<file path="config.mk">
export PLATFORM = sky130hd
export DESIGN_NAME = inst_word_source_arbiter
export DESIGN_NICKNAME = d
export VERILOG_FILES = /design/src/rtl/inst_word_source_arbiter_pkg.sv /design/src/rtl/inst_inject_fifo.sv /design/src/rtl/inst_word_source_arbiter.sv
export SDC_FILE = /design/constraint.sdc
export NUM_CORES = 1
export LEC_CHECK = 0
export BUFFER_PORTS_ARGS = -buffer_cell sky130_fd_sc_hd__clkbuf_2
export CAP_MARGIN = 20
export CORE_MARGIN = 3
export CORE_UTILIZATION = 23
export DETAILED_ROUTE_END_ITERATION = 8
export PLACE_DENSITY = 0.37
export SETUP_SLACK_MARGIN = 0.02
export SKIP_LAST_GASP = 1
export SLEW_MARGIN = 30
export SYNTH_ARGS = -nofsm -noshare
export SYNTH_HDL_FRONTEND = slang
export SYNTH_SLANG_ARGS = --single-unit
</file>
<file path="constraint.sdc">
create_clock -name clk -period 5.3 [get_ports clk]
set_clock_uncertainty 0.1 [all_clocks]
set_input_delay 0.795 -clock clk [delete_from_list [all_inputs] [get_ports clk]]
set_output_delay 0.795 -clock clk [all_outputs]
set_load 0.02 [all_outputs]
</file>
<file path="src/rtl/inst_word_source_arbiter_pkg.sv">
// Shared datapath constants for the instruction word source arbiter:
// source encoding, source-field width and the default NOP word.
package inst_word_source_arbiter_pkg;

  localparam int SRC_PROG_MEM     = 0;
  localparam int NOP_WORD_DEFAULT = 0;

  // Source field must encode program memory plus one code per channel.
  function automatic int src_width(input int num_ch);
    return $clog2(num_ch + 1);
  endfunction

endpackage

</file>
<file path="src/rtl/inst_inject_fifo.sv">
// Per-channel injection queue: power-of-two circular buffer whose pointers
// carry one extra wrap bit so full and empty are distinguishable.
module inst_inject_fifo #(
  parameter int WIDTH = 32,
  parameter int DEPTH = 4
) (
  input  logic             clk,
  input  logic             rst,
  input  logic             push,
  input  logic             pop,
  input  logic [WIDTH-1:0] data,
  output logic             full,
  output logic             empty,
  output logic [WIDTH-1:0] head
);

  localparam int AW = $clog2(DEPTH);

  logic [AW:0]      wr_ptr;
  logic [AW:0]      rd_ptr;
  logic [WIDTH-1:0] mem [DEPTH];

  logic do_push;
  logic do_pop;

  assign do_push = push & ~full;
  assign do_pop  = pop & ~empty;

  always_ff @(posedge clk or posedge rst) begin
    if (rst) begin
      wr_ptr <= '0;
      rd_ptr <= '0;
    end else begin
      if (do_push) wr_ptr <= wr_ptr + 1'b1;
      if (do_pop)  rd_ptr <= rd_ptr + 1'b1;
    end
  end

  // Storage is not reset; the pointers alone define what is valid.
  always_ff @(posedge clk) begin
    if (do_push) mem[wr_ptr[AW-1:0]] <= data;
  end

  assign empty = (wr_ptr == rd_ptr);
  assign full  = (wr_ptr[AW] != rd_ptr[AW]) && (wr_ptr[AW-1:0] == rd_ptr[AW-1:0]);
  assign head  = mem[rd_ptr[AW-1:0]];

endmodule

</file>
<file path="src/rtl/inst_word_source_arbiter.sv">
// Selects the next instruction word from injection queues (fixed priority,
// lowest channel first) or program memory, with stall hold and flush-to-NOP.
module inst_word_source_arbiter
  import inst_word_source_arbiter_pkg::*;
#(
  parameter int                WIDTH    = 32,
  parameter int                NUM_CH   = 2,
  parameter int                DEPTH    = 4,
  parameter logic [WIDTH-1:0]  NOP_WORD = WIDTH'(NOP_WORD_DEFAULT)
) (
  input  logic                            clk,
  input  logic                            rst,
  input  logic [WIDTH-1:0]                prog_mem_out,
  input  logic                            prog_mem_valid,
  input  logic [NUM_CH*WIDTH-1:0]         inj_word,
  input  logic [NUM_CH-1:0]               inj_valid,
  output logic [NUM_CH-1:0]               inj_ready,
  input  logic                            stall,
  input  logic                            flush,
  output logic [WIDTH-1:0]                instruction_word,
  output logic                            inst_valid,
  output logic [src_width(NUM_CH)-1:0]    inst_src,
  output logic                            pc_hold
);

  localparam int SRC_W = src_width(NUM_CH);

  logic [NUM_CH-1:0] full;
  logic [NUM_CH-1:0] empty;
  logic [NUM_CH-1:0] push;
  logic [NUM_CH-1:0] pop;
  logic [NUM_CH-1:0] sel_oh;
  logic [WIDTH-1:0]  heads [NUM_CH];
  logic [WIDTH-1:0]  sel_word;
  logic [SRC_W-1:0]  sel_src;
  logic              any_ne;
  logic              advance;

  assign inj_ready = ~full;
  assign push      = inj_valid & inj_ready;
  assign any_ne    = ~&empty;
  assign advance   = ~stall & ~flush;
  assign pc_hold   = stall | any_ne;
  assign pop       = sel_oh & {NUM_CH{advance}};

  for (genvar k = 0; k < NUM_CH; k++) begin : g_ch
    inst_inject_fifo #(
      .WIDTH (WIDTH),
      .DEPTH (DEPTH)
    ) u_fifo (
      .clk   (clk),
      .rst   (rst),
      .push  (push[k]),
      .pop   (pop[k]),
      .data  (inj_word[k*WIDTH +: WIDTH]),
      .full  (full[k]),
      .empty (empty[k]),
      .head  (heads[k])
    );
  end

  // Lowest-index non-empty queue wins; program memory only when all are empty.
  always_comb begin
    logic found;
    found    = 1'b0;
    sel_oh   = '0;
    sel_word = prog_mem_out;
    sel_src  = SRC_W'(SRC_PROG_MEM);
    for (int k = 0; k < NUM_CH; k++) begin
      if (!empty[k] && !found) begin
        found     = 1'b1;
        sel_oh[k] = 1'b1;
        sel_word  = heads[k];
        sel_src   = SRC_W'(k + 1);
      end
    end
  end

  always_ff @(posedge clk or posedge rst) begin
    if (rst) begin
      instruction_word <= NOP_WORD;
      inst_valid       <= 1'b0;
      inst_src         <= SRC_W'(SRC_PROG_MEM);
    end else if (flush) begin
      instruction_word <= NOP_WORD;
      inst_valid       <= 1'b0;
      inst_src         <= SRC_W'(SRC_PROG_MEM);
    end else if (!stall) begin
      instruction_word <= sel_word;
      inst_valid       <= any_ne | prog_mem_valid;
      inst_src         <= sel_src;
    end
  end

endmodule

</file>
==> flow_metrics.py <==
metrics = {
    "finish": {
        "fillers": 5191,
        "diodes": 0,
        "drive_gt1_frac": 0.350,
        "fin_util": 0.286,
        "seqCellArea_um2": 8870,
        "nets": 904,
        "synthToLayoutAreaGrowth_pct": 22.4,
        "fin_area_um2": 14700,
        "multi_input_area_um2": 2970,
    },
    "synthesis": {
        "netlist.area_leader.share": 0.641,
        "synth-edff-count": 256,
        "synth_area_leader_cell": "edfxtp_1",
        "synth.net_count": 751,
        "synthCells": 638,
        "yosys_warnings": 0,
        "seq_area_frac_synth": 0.739,
        "synthDistinctLibCells": 32,
        "syn-cell-area_um2": 12000,
        "syn_avg_cell_area_um2": 18.8,
        "async_flop_share": 0.155,
        "ys_seq_elements": 303,
        "synth_area_leaders": "edfxtp_1, mux4_2, dfrtp_1, o31a_1, a211oi_1",
        "yosysMostFrequentCell": "edfxtp_1",
        "synthTopCellsByCount": "edfxtp_1, mux4_2, dfrtp_1, nand2_1, o21ai_1",
        "synth_flop_cell": "edfxtp_1",
    },
    "min_path": {
        "min-delay-start": "g_ch[0].u_fifo.wr_ptr[2]$_DFFE_PP0P_",
        "holdPathEnd": "g_ch[0].u_fifo.wr_ptr[2]$_DFFE_PP0P_",
        "hold_path_class": "flop to flop",
        "min_path_cells": 1,
    },
    "run_status": {
        "status": "completed",
    },
    "worst_setup_path": {
        "path_class": "flop to output pin",
        "slowest_delay_ns": 0.51,
        "crit_chain": "buf_4 -> xnor2_1 -> nand3b_2 -> nor2_1 -> nand2_1 -> clkbuf_2",
        "reg2reg_depth": 5,
        "rrSetupSlack_ns": 2.19,
        "cpMaxStageDelayCell": "nand3b_2",
        "setup.worst_path.end_class": "output pin",
        "cp_data_required_time_ns": 4.41,
        "startpoint_type": "flop",
        "r2r_end": "g_ch[0].u_fifo.mem[1][23]$_DFFE_PP_",
        "cp.arrival_ns": 2.66,
        "cp_max_fo": 35,
        "r2r_start": "g_ch[0].u_fifo.rd_ptr[1]$_DFFE_PP0P_",
    },
    "global_routing": {
        "grt-ovfl-total": 0,
        "grt_antenna_before_repair": 0,
        "grt_max_degree": 48,
        "grtUsageTotal": 0.114,
        "grt_pass1_wl_um": 45600,
        "grt_pass1_vias": 6762,
    },
    "timing": {
        "tightest_slew_ns": 0.912,
        "setup_slack_ns": 1.74,
        "final.min_clock_period_ns": 3.56,
        "rsz0062_at_grt": "no",
        "drv_slew": 0,
        "setup_viol": 0,
        "tns_ns": 0,
        "relSlewSlack": 0.391,
        "fin_crit_sh": 0.672,
        "finalHoldViolCount": 0,
        "max_freq_ghz": 0.281,
    },
    "pwr": {
        "power.density_nw_per_um2": 595,
        "ir_drop_v": 0.000207,
        "cellLeakagePower_uw": 0.00506,
    },
    "cts": {
        "cts-root-buf": "clkbuf_16",
        "clkSlewWorstSetupHoldPaths_ns": 0.06,
        "cts.htree.levels": 2,
        "post-cts-setup-buffers": 0,
        "clockBufferDepth": 3,
        "clock_latency_ns": 0.51,
        "cts_buffers": 36,
        "cts_tree": "yes",
        "cts_hold_buf": 0,
        "clock-sinks": 303,
        "ctsResizeCount": 0,
    },
    "flow_run": {
        "cap_violations": 0,
    },
    "routing": {
        "vias": 6314,
        "routed_via_density": 4.22,
        "firstDrtPassIters": 4,
        "detail-route-antenna-nets": 0,
        "postRouteWirelength_um": 30900,
        "drt_iter0_drc": 356,
        "wl_per_cell_um": 20.6,
        "drc": 0,
    },
    "floorplan": {
        "die_x_um": 234,
        "fp-row-count": 83,
        "initial_utilization": 0.233,
        "io_pins": 141,
        "die_height_um": 234,
        "core-area_um2": 51400,
        "die_area_um2": 54900,
    },
    "placement": {
        "hpwl_um": 21300,
        "place_area_um2": 13500,
        "place.gp.congestion": 0.782,
        "portBuffers": 140,
        "pre_cts_slack_ns": 2.10,
    },
}
## logic make-up after synthesis
kind of cell,Yosys count,share of synthesized area
AOI/OAI and AO/OA,134,0.0734
and+or+nand+nor,62,0.0249
adders and majority gates,10,0.0104
muxes,66,0.122
buffers and inverters,48,0.0169
DFF,303,0.739
xor gates and xnor gates,15,0.0128
## placed cells by master (no fill, tap or decap), types with 8 or more instances in the layout
cell	Yosys	routed
mux4_2	64	64
buf_4	2	16
edfxtp_1	256	256
o21ai_0	32	32
o21ai_1	34	34
nand2_1	37	37
o31a_1	33	33
clkbuf_16	0	37
clkbuf_2	0	140
clkinv_2	0	8
ha_1	10	10
dfrtp_1	47	45
a211oi_1	32	32
clkbuf_1	27	8
## power by group
group	total [uW]	switching, uW	internal [uW]	leakage, uW
clock	2420	937	1480	0.000570
combinational	2840	1770	1080	0.00154
sequential	3470	237	3240	0.00295
total	8730	2940	5790	0.00506
## worst max-delay path, delay by kind of cell (launching register included)
kind	cells	cell delay, ns
AND/OR/NAND/NOR	3	0.96
buffers and inverters	2	0.60
flip-flops	1	0.32
XOR/XNOR	1	0.27
## cell type report
| cell class | instances | share of cell area |
|---|---|---|
| clock inverter | 18 | 0.0124 |
| clock buffer | 46 | 0.0660 |
| timing repair buffer | 156 | 0.0559 |
| tap | 680 | 0.0580 |
| sequential | 303 | 0.604 |
| inverter | 7 | 0.00179 |
| multi-input combinational | 287 | 0.202 |
## sequential cells by signal, indices dropped and copies added (netlist names)
register / count
inst_src: 2
g_ch.u_fifo.mem: 256
g_ch.u_fifo.wr_ptr: 6
inst_valid: 1
instruction_word: 32
g_ch.u_fifo.rd_ptr: 6
## stage by stage
step	power [uW]	instances	hold WS (ns)
6_report	8730	1497	0.381
5_1_grt	9280	1497	0.387
4_1_cts	8930	1497	0.379
3_5_place_dp	6460	1433	0.379
3_3_place_gp	6460	1433	0.379
2_1_floorplan	5420	638	0.360
## worst max-delay path by stage
stage                                    startpoint                                   to  slack, ns  cells after the start
6_report       g_ch[0].u_fifo.rd_ptr[1]$_DFFE_PP0P_                              pc_hold       1.74                      6
3_3_place_gp   g_ch[0].u_fifo.rd_ptr[1]$_DFFE_PP0P_  g_ch[0].u_fifo.mem[2][24]$_DFFE_PP_       2.17                      5
2_1_floorplan                          inj_valid[0]   g_ch[0].u_fifo.mem[3][0]$_DFFE_PP_       2.77                      3
4_1_cts        g_ch[0].u_fifo.rd_ptr[1]$_DFFE_PP0P_                              pc_hold       1.62                      6
5_1_grt        g_ch[0].u_fifo.rd_ptr[1]$_DFFE_PP0P_                              pc_hold       1.45                      6
3_5_place_dp   g_ch[0].u_fifo.rd_ptr[1]$_DFFE_PP0P_  g_ch[0].u_fifo.mem[1][26]$_DFFE_PP_       2.10                      5
## metal layers
metal  vias up  share of wire  global-route usage
li1       2885              -                   -
met1      3252           0.46               0.157
met2       123           0.47               0.179
met3        54          0.040              0.0219
met4         0          0.030              0.0395
met5         -              0                   0
Power figures use the tool's default switching activity.
